[src/rtl/iterative_shifter_pkg.sv]
// Shared ALU definitions: shift-type encoding (same as the combinational
// shift path) and the iterative shifter's FSM state encoding.
package iterative_shifter_pkg;

  typedef logic [1:0] shift_type_t;

  localparam shift_type_t SHIFT_SRL  = 2'b00;
  localparam shift_type_t SHIFT_SLL  = 2'b01;
  localparam shift_type_t SHIFT_SRA  = 2'b10;
  localparam shift_type_t SHIFT_PASS = 2'b11;

  typedef enum logic [1:0] {
    IDLE  = 2'b00,
    SHIFT = 2'b01,
    DONE  = 2'b10
  } state_e;

endpackage

[src/rtl/iterative_shifter_shift_step.sv]
// One shift step: moves the operand by s bits (0..STEP) in the requested
// direction. SRA fills from the sign bit captured at acceptance, so the
// fill stays correct across any number of steps.
module shift_step
  import iterative_shifter_pkg::*;
#(
  parameter int WIDTH = 32,
  parameter int STEP  = 1,
  parameter int SW    = $clog2(STEP + 1)
) (
  input  logic [WIDTH-1:0] operand_i,
  input  logic [SW-1:0]    s_i,
  input  shift_type_t      type_i,
  input  logic             sign_i,
  output logic [WIDTH-1:0] result_o
);

  logic signed [WIDTH:0] ext;
  logic signed [WIDTH:0] ext_sra;

  // Select the shifted operand for the captured shift type.
  always_comb begin
    // NOTE: every output of a combinational block gets a default first so no path infers a latch.
    ext      = {sign_i, operand_i};
    ext_sra  = ext >>> s_i;
    result_o = operand_i;
    case (type_i)
      SHIFT_SRL: result_o = operand_i >> s_i;
      SHIFT_SLL: result_o = operand_i << s_i;
      SHIFT_SRA: result_o = ext_sra[WIDTH-1:0];
      default:   result_o = operand_i;
    endcase
  end

endmodule

[src/rtl/iterative_shifter.sv]
// Multi-cycle EX-stage shifter: accepts one SRL/SLL/SRA request in IDLE,
// shifts at most STEP bits per cycle, then holds the result in DONE until
// the consumer takes it. flush aborts; rst has priority over flush.
module iterative_shifter
  import iterative_shifter_pkg::*;
#(
  parameter int WIDTH = 32,
  parameter int SHW   = 5,
  parameter int STEP  = 1
) (
  input  logic             clk,
  input  logic             rst,
  input  logic             flush,
  input  logic             in_valid,
  output logic             in_ready,
  input  logic [WIDTH-1:0] a,
  input  logic [SHW-1:0]   shamt,
  input  shift_type_t      op_type,
  output logic             out_valid,
  input  logic             out_ready,
  output logic [WIDTH-1:0] r
);

  localparam int SW = $clog2(STEP + 1);

  state_e           state_q, state_d;
  logic [WIDTH-1:0] work_q, work_d;
  logic [SHW-1:0]   rem_q, rem_d;
  shift_type_t      type_q, type_d;
  logic             sign_q, sign_d;

  logic [SW-1:0]    step_s;
  logic [WIDTH-1:0] step_result;

  // Bits to move this cycle: min(STEP, remaining).
  always_comb begin
    step_s = SW'(STEP);
    if (rem_q < SHW'(STEP)) step_s = rem_q[SW-1:0];
  end

  shift_step #(
    .WIDTH (WIDTH),
    .STEP  (STEP),
    .SW    (SW)
  ) u_shift_step (
    .operand_i (work_q),
    .s_i       (step_s),
    .type_i    (type_q),
    .sign_i    (sign_q),
    .result_o  (step_result)
  );

  // Next-state logic: flush overrides everything, then per-state behaviour.
  always_comb begin
    state_d = state_q;
    work_d  = work_q;
    rem_d   = rem_q;
    type_d  = type_q;
    sign_d  = sign_q;

    if (flush) begin
      state_d = IDLE;
      rem_d   = '0;
    end else begin
      case (state_q)
        IDLE: begin
          if (in_valid) begin
            work_d = a;
            type_d = op_type;
            sign_d = a[WIDTH-1];
            rem_d  = shamt;
            if (shamt == '0 || op_type == SHIFT_PASS) begin
              rem_d   = '0;
              state_d = DONE;
            end else begin
              state_d = SHIFT;
            end
          end
        end
        SHIFT: begin
          work_d = step_result;
          rem_d  = rem_q - SHW'(step_s);
          if (rem_q == SHW'(step_s)) state_d = DONE;
        end
        DONE: begin
          if (out_ready) state_d = IDLE;
        end
        default: state_d = IDLE;
      endcase
    end
  end

  // State register with synchronous reset taking priority over flush.
  always_ff @(posedge clk) begin
    // NOTE: sequential state uses non-blocking assignments so all registers update from pre-edge values.
    if (rst) begin
      state_q <= IDLE;
      work_q  <= '0;
      rem_q   <= '0;
      type_q  <= SHIFT_SRL;
      sign_q  <= 1'b0;
    end else begin
      state_q <= state_d;
      work_q  <= work_d;
      rem_q   <= rem_d;
      type_q  <= type_d;
      sign_q  <= sign_d;
    end
  end

  assign in_ready  = (state_q == IDLE);
  assign out_valid = (state_q == DONE);
  assign r         = work_q;

endmodule

[config.mk]
export PLATFORM = sky130hd
export DESIGN_NAME = iterative_shifter
export DESIGN_NICKNAME = d
export VERILOG_FILES = /design/src/rtl/iterative_shifter_pkg.sv /design/src/rtl/iterative_shifter_shift_step.sv /design/src/rtl/iterative_shifter.sv
export SDC_FILE = /design/constraint.sdc
export NUM_CORES = 1
export LEC_CHECK = 0
export BUFFER_PORTS_ARGS = -buffer_cell sky130_fd_sc_hd__buf_2
export CORE_ASPECT_RATIO = 1.1
export CORE_MARGIN = 10
export CORE_UTILIZATION = 50
export DETAILED_ROUTE_END_ITERATION = 6
export PLACE_DENSITY = 0.77
export RECOVER_POWER = 25
export SYNTH_ARGS = -nofsm -noshare
export SYNTH_HDL_FRONTEND = slang
export SYNTH_SLANG_ARGS = --single-unit
[constraint.sdc]
create_clock -name clk -period 6.94 [get_ports clk]
set_clock_uncertainty 0.15 [all_clocks]
set_input_delay 1.388 -clock clk [delete_from_list [all_inputs] [get_ports clk]]
set_output_delay 1.388 -clock clk [all_outputs]
set_load 0.02 [all_outputs]
==> results of run 1 <==
==> worst max-delay path by stage <==
stage	from	to	slack [ns]	depth (start not counted)
floorplan	flush	r[1]$_SDFFE_PP0P_	4.14	6
finish	in_valid	r[22]$_SDFFE_PP0P_	3.64	5
global placement	in_valid	r[6]$_SDFFE_PP0P_	3.46	5
CTS	in_valid	r[22]$_SDFFE_PP0P_	3.68	5
detailed placement	in_valid	r[22]$_SDFFE_PP0P_	3.37	5
global route	in_valid	r[10]$_SDFFE_PP0P_	3.47	5
==> worst min-delay path, stage by stage, from the launching register on <==
cell,delay [ns]
dfxtp_1,0.33
o21ai_0,0.07
a21oi_1,0.07
==> synth_stat cells (2+ instances only) <==
cell type | instances | area share, %
dfxtp_1 | 42 | 31
nand2b_1 | 29 | 6.6
a22oi_1 | 29 | 7.9
a21oi_1 | 12 | 2.2
a32o_1 | 29 | 11
nor2b_1 | 4 | 0.91
nand2_1 | 12 | 1.6
nor2_1 | 14 | 1.9
nand3_1 | 7 | 1.3
clkbuf_1 | 29 | 4.0
nand4_1 | 29 | 6.6
buf_2 | 9 | 1.6
a211o_1 | 2 | 0.64
nor3_1 | 6 | 1.1
inv_1 | 6 | 0.82
o211ai_1 | 30 | 8.2
ha_1 | 4 | 1.8
or3b_2 | 2 | 0.64
or3_1 | 3 | 0.68
a221oi_1 | 2 | 0.64
a311o_1 | 2 | 0.73
or4_1 | 2 | 0.55
o21ai_0 | 12 | 2.2
==> cell families after synthesis <==
family | after synthesis
AO/OA/AOI/OAI | 129
AND/OR/NAND/NOR | 115
buffers and inverters | 47
flip-flops | 42
adder cells (fa/ha/maj) | 4
multiplexers | 1
==> area by class of cell <==
class | count | area share [%]
Sequential cell | 42 | 26.2
Tap cell | 75 | 2.92
Multi-Input combinational cell | 249 | 54.0
Clock buffer | 8 | 3.43
Timing Repair Buffer | 82 | 12.7
Inverter | 6 | 0.702
==> through the flow <==
step | hold WS [ns] | utilization (%) | setup slack (ns)
finish | 0.359 | 59.9 | 3.64
global route | 0.381 | 59.9 | 3.47
CTS | 0.356 | 60.2 | 3.68
detailed placement | 0.340 | 58.1 | 3.37
global placement | 0.343 | 58.1 | 3.46
floorplan | 0.303 | - | 4.14
==> flip-flops by register name, indices dropped and copies added, names as in the netlist <==
register,count
r,32
rem_q,5
state_q,2
sign_q,1
type_q,2
==> power by group through the flow <==
stage,clock network [W],logic (W),registers (W)
floorplan,0,0.000100,0.000290
global placement,0,0.000155,0.000281
detailed placement,0,0.000159,0.000281
CTS,0.000189,0.000159,0.000275
global route,0.000200,0.000173,0.000278
finish,0.000189,0.000158,0.000276
==> metal layers <==
| layer | vias to the layer above | global-route usage (%) | wire [um] |
|---|---|---|---|
| met3 | 14 | 3.52 | 590 |
| met5 | - | 0 | 0 |
| met2 | 157 | 28.5 | 3960 |
| li1 | 1430 | - | - |
| met1 | 1412 | 22.6 | 3740 |
| met4 | 0 | 4.90 | 106 |
==> impl_metrics.toml, run 1 <==
[outcome]
status = "completed"

[sta]
slew_viol_final = 0
fin_crit_sh_pct = 47.5
layout_min_cycle_time_ns = 3.30
relSlewSlack_pct = 17.2
setup_viol = 0
grt_setup_unrepaired = "no"
worstMarginPinSlew_ns = 1.24
maxClockFrequency_mhz = 303
setup_tns_ns = 0
hold_viol = 0

[setup_path]
end_kind = "flop"
worstReg2RegEnd = "r[18]$_SDFFE_PP0P_"
cp_cell_sequence = "clkbuf_1 -> o21bai_1 -> or3_1 -> nor2_2 -> a32o_1"
reg2reg_depth = 4
critical_path_arrival_ns = 3.39
worst-path-buf-inv = 1
critical_path_required_ns = 7.03
path_delay_family = "simple AND/OR/NAND/NOR gates"
critPathKind = "primary input to flop"
slowest_delay_ns = 0.95
worst-r2r-setup-slack_ns = 4.28
worstReg2RegStart = "rem_q[2]$_SDFFE_PP0P_"
crit_path_start_kind = "primary input"
slowest_stage = "nor2_2"
worstPathMaxFanout = 29

[synthesis]
synth-simple-area-share_pct = 23.8
synth-compound-area-share_pct = 36.5
yosys_warnings = 0
muxShareOfSynthArea_pct = 0.409
synth_nets = 386
syn_inst = 338
synth_top_family_by_area = "compound AO/OA/AOI/OAI gates"
yosys_most_used_dff = "dfxtp_1"
synth_edf_count = 0
syn-cell-area_um2 = 2750
syn_area_per_cell_um2 = 8.14
yosysSeqAreaShare_pct = 30.5
synth_cell_type_count = 45
synthXorXnorAreaFrac_pct = 0
ys_seq_elements = 42
synthAdderAreaFrac_pct = 1.82
ys_async_sr_fraction_pct = 0

[detailed_routing]
viasPerCell = 6.52
wl_per_cell_um = 18.2
wl_um = 8390
vias = 3013
drt-initial-drc-count = 394
drc_errors = 0
ant_nets = 0
drt_first_pass_iters = 5

[finish]
seqCellArea_um2 = 841
multi_input_area_um2 = 1730
layout.cells.non_filler = 462
nets = 434
layout_commonest_cell = "buf_2"
antenna_cells = 0
finish.instance_area_um2 = 3210
nFillCells = 498
area_delta_synth_final_pct = 16.6
final_cell_mix = "buf_2, dfxtp_1, o211ai_1"
drive_gt1_share_pct = 23.3

[clock_network]
cts_tree = "built"
cts-hold-fix-buffers = 0
root_buffer = "clkbuf_8"
cts_max_path_buffers = 2
clk_pin_slew_ns = 0.08
cts_resized = 0
cts.sinks = 42
cts_buffers = 5
htreeDepth = 2
clkLatencyLatePin_ns = 0.30
post_cts_buffers = 0

[floorplanning]
ios = 78
core_area_um2 = 5360
initial_core_util_pct = 51.4
die-area_um2 = 8880
rows = 28
fp.dieH_um = 97.8
fp.dieW_um = 90.7

[power_and_ir_drop]
pwr-share-seq_pct = 44.3
combinationalPowerShare_pct = 25.4
p_int_w = 0.000413
switchingPower_w = 0.000210
p_per_area_nw_per_um2 = 194
power.total_w = 0.000623
ir_worst_vdd_mv = 0.112
clock_power_share_pct = 30.3
p_leak_nw = 1.17
netSwitchingFraction_pct = 33.7

[min_path]
whs_path_depth = 2
min_from = "sign_q$_SDFFE_PP0P_"
hold-path-endpoint = "sign_q$_SDFFE_PP0P_"
hold_class = "flop to flop"

[place]
place_area_um2 = 3110
gp_congestion = 0.891
port_buffers = 77
place_inst = 454
dp_hpwl_um = 5690

[global_route]
gr-total-overflow = 0
grt_antenna_before_repair = 0
grt_max_degree = 46
first_global_vias = 2865
grt_pass1_wl_um = 13500
grtUsageTotal_pct = 17.4

[flow_run]
maxCapViolCount = 0
No activity file was read; power rests on OpenSTA's default activity.
==> inputs of run 2 (changes only) <==
==> constraint.sdc (replaced) <==
create_clock -name clk -period 3.4 [get_ports clk]
set_clock_uncertainty 0.15 [all_clocks]
set_input_delay 0.68 -clock clk [delete_from_list [all_inputs] [get_ports clk]]
set_output_delay 0.68 -clock clk [all_outputs]
set_load 0.02 [all_outputs]
==> run 2 against run 1 <==
Net effect:
- setup slack lost 2.6 ns
- clock power increased by 100%
- flip-flop and latch count unchanged
- sequential share of layout area decreased by 0.29 points
- critical endpoint unchanged
- highest routed layer unchanged
- routed wire length down 1.9%
- final area is 1.1% higher
==> impl_metrics.toml, run 2 (same netlist as run 1, synthesis figures left out) <==
[finish]
finish.instance_area_um2 = 3250
final_cell_mix = "buf_2, dfxtp_1, o211ai_1"
nets = 438
largest_reg_flops = 32
antenna_cells = 0
area_delta_synth_final_pct = 17.9
drive_gt1_share_pct = 22.8
layout_commonest_cell = "buf_2"

[detailed_routing]
ant_nets = 0
wl_per_cell_um = 17.7
wl_um = 8230
viasPerCell = 6.44
drc_errors = 0
vias = 3003
route.met3.wl_um = 630
m1WireLength_um = 3640
drt-initial-drc-count = 265
top_layer = "met4"
route.met2.wl_um = 3910
drt_first_pass_iters = 6

[sta]
maxClockFrequency_mhz = 418
hold_viol = 0
setup_viol = 0
layout_min_cycle_time_ns = 2.39
setup_tns_ns = 0
slew_viol_final = 0
grt_setup_unrepaired = "no"
relSlewSlack_pct = 45.5
fin_crit_sh_pct = 70.4
worstMarginPinSlew_ns = 0.818

[global_route]
gr-total-overflow = 0
grtUsageTotal_pct = 17.3
grt_max_degree = 35
first_global_vias = 2878
grt_pass1_wl_um = 13500
grt_antenna_before_repair = 0

[place]
port_buffers = 77
gp_congestion = 0.869
place_area_um2 = 3160
dp_hpwl_um = 5540

[clock_network]
cts_resized = 0
cts.sinks = 42
root_buffer = "clkbuf_8"
cts_max_path_buffers = 2
clk_pin_slew_ns = 0.08
cts_tree = "built"
clkLatencyLatePin_ns = 0.30
cts-hold-fix-buffers = 0
post_cts_buffers = 0
htreeDepth = 2
cts_buffers = 5

[outcome]
status = "completed"

[setup_path]
worstPathMaxFanout = 21
cp_cell_sequence = "inv_1 -> ha_1 -> nand2b_1 -> buf_4 -> a22oi_1 -> o211ai_1 -> a32o_1"
worst-path-buf-inv = 2
critPathKind = "flop to flop"
crit_path_start_kind = "flop"
path_delay_family = "compound AO/OA/AOI/OAI gates"
end_kind = "flop"
worst-r2r-setup-slack_ns = 1.01
worstReg2RegStart = "type_q[0]$_SDFFE_PP0P_"
slowest_delay_ns = 0.45
slowest_stage = "nand2b_1"
reg2reg_depth = 7
worstReg2RegEnd = "r[22]$_SDFFE_PP0P_"
critical_path_arrival_ns = 2.44
critical_path_required_ns = 3.44

[floorplanning]
core_area_um2 = 5360
fp.dieH_um = 97.8
rows = 28
ios = 78
die-area_um2 = 8880
fp.dieW_um = 90.7
initial_core_util_pct = 51.4

[power_and_ir_drop]
pwr-share-seq_pct = 44.3
netSwitchingFraction_pct = 33.3
p_int_w = 0.000848
switchingPower_w = 0.000423
p_leak_nw = 1.17
power.total_w = 0.00127
ir_worst_vdd_mv = 0.278
p_per_area_nw_per_um2 = 392
combinationalPowerShare_pct = 25.7
clock_power_share_pct = 29.9

[min_path]
min_from = "type_q[0]$_SDFFE_PP0P_"
whs_path_depth = 2
hold_class = "flop to flop"
hold-path-endpoint = "type_q[0]$_SDFFE_PP0P_"

[flow_run]
maxCapViolCount = 0
[run 2: area by class of cell]
class	count	area (um2)
fill	516	2110
timing repair buffer	86	444
sequential	42	841
tap	75	93.8
multi-input combinational	249	1730
inverter	6	22.5
clock buffer	8	110
[run 2: worst max path at each step]
stage	slack [ns]	cells past startpoint	from	endpoint
floorplan	1.19	8	type_q[0]$_SDFFE_PP0P_	r[21]$_SDFFE_PP0P_
global placement	0.89	6	in_valid	r[26]$_SDFFE_PP0P_
detailed placement	0.85	6	in_valid	r[27]$_SDFFE_PP0P_
CTS	1.03	6	type_q[1]$_SDFFE_PP0P_	r[5]$_SDFFE_PP0P_
global route	0.83	7	type_q[1]$_SDFFE_PP0P_	r[13]$_SDFFE_PP0P_
finish	1.01	7	type_q[0]$_SDFFE_PP0P_	r[22]$_SDFFE_PP0P_
[run 2: stage by stage]
step           util, %  worst slack [ns]  hold slack (ns)  cells
3_3_place_gp      58.9             0.887            0.338    458
3_5_place_dp      58.9             0.849            0.345    458
2_1_floorplan        -              1.19            0.303    338
4_1_cts           60.9              1.03            0.362    466
6_report          60.6              1.01            0.360    466
5_1_grt           60.6             0.831            0.379    466
[run 2: per-layer routing]
layer / GRT usage [%] / vias up
met5: 0 / -
met4: 4.17 / 0
met3: 5.13 / 8
met2: 28.8 / 132
met1: 21.3 / 1426
li1: - / 1437
[run 2: power by group through the flow]
stage          logic (W)  registers [W]  clock network, W
3_3_place_gp    0.000322       0.000573                 0
5_1_grt         0.000359       0.000569          0.000412
6_report        0.000327       0.000563          0.000380
3_5_place_dp    0.000329       0.000573                 0
2_1_floorplan   0.000204       0.000592                 0
4_1_cts         0.000330       0.000562          0.000389
[run 2: worst min-delay path, stage by stage (launching register included)]
cell and delay [ns]:
dfxtp_1 0.33, o21ai_0 0.07, a21oi_1 0.06
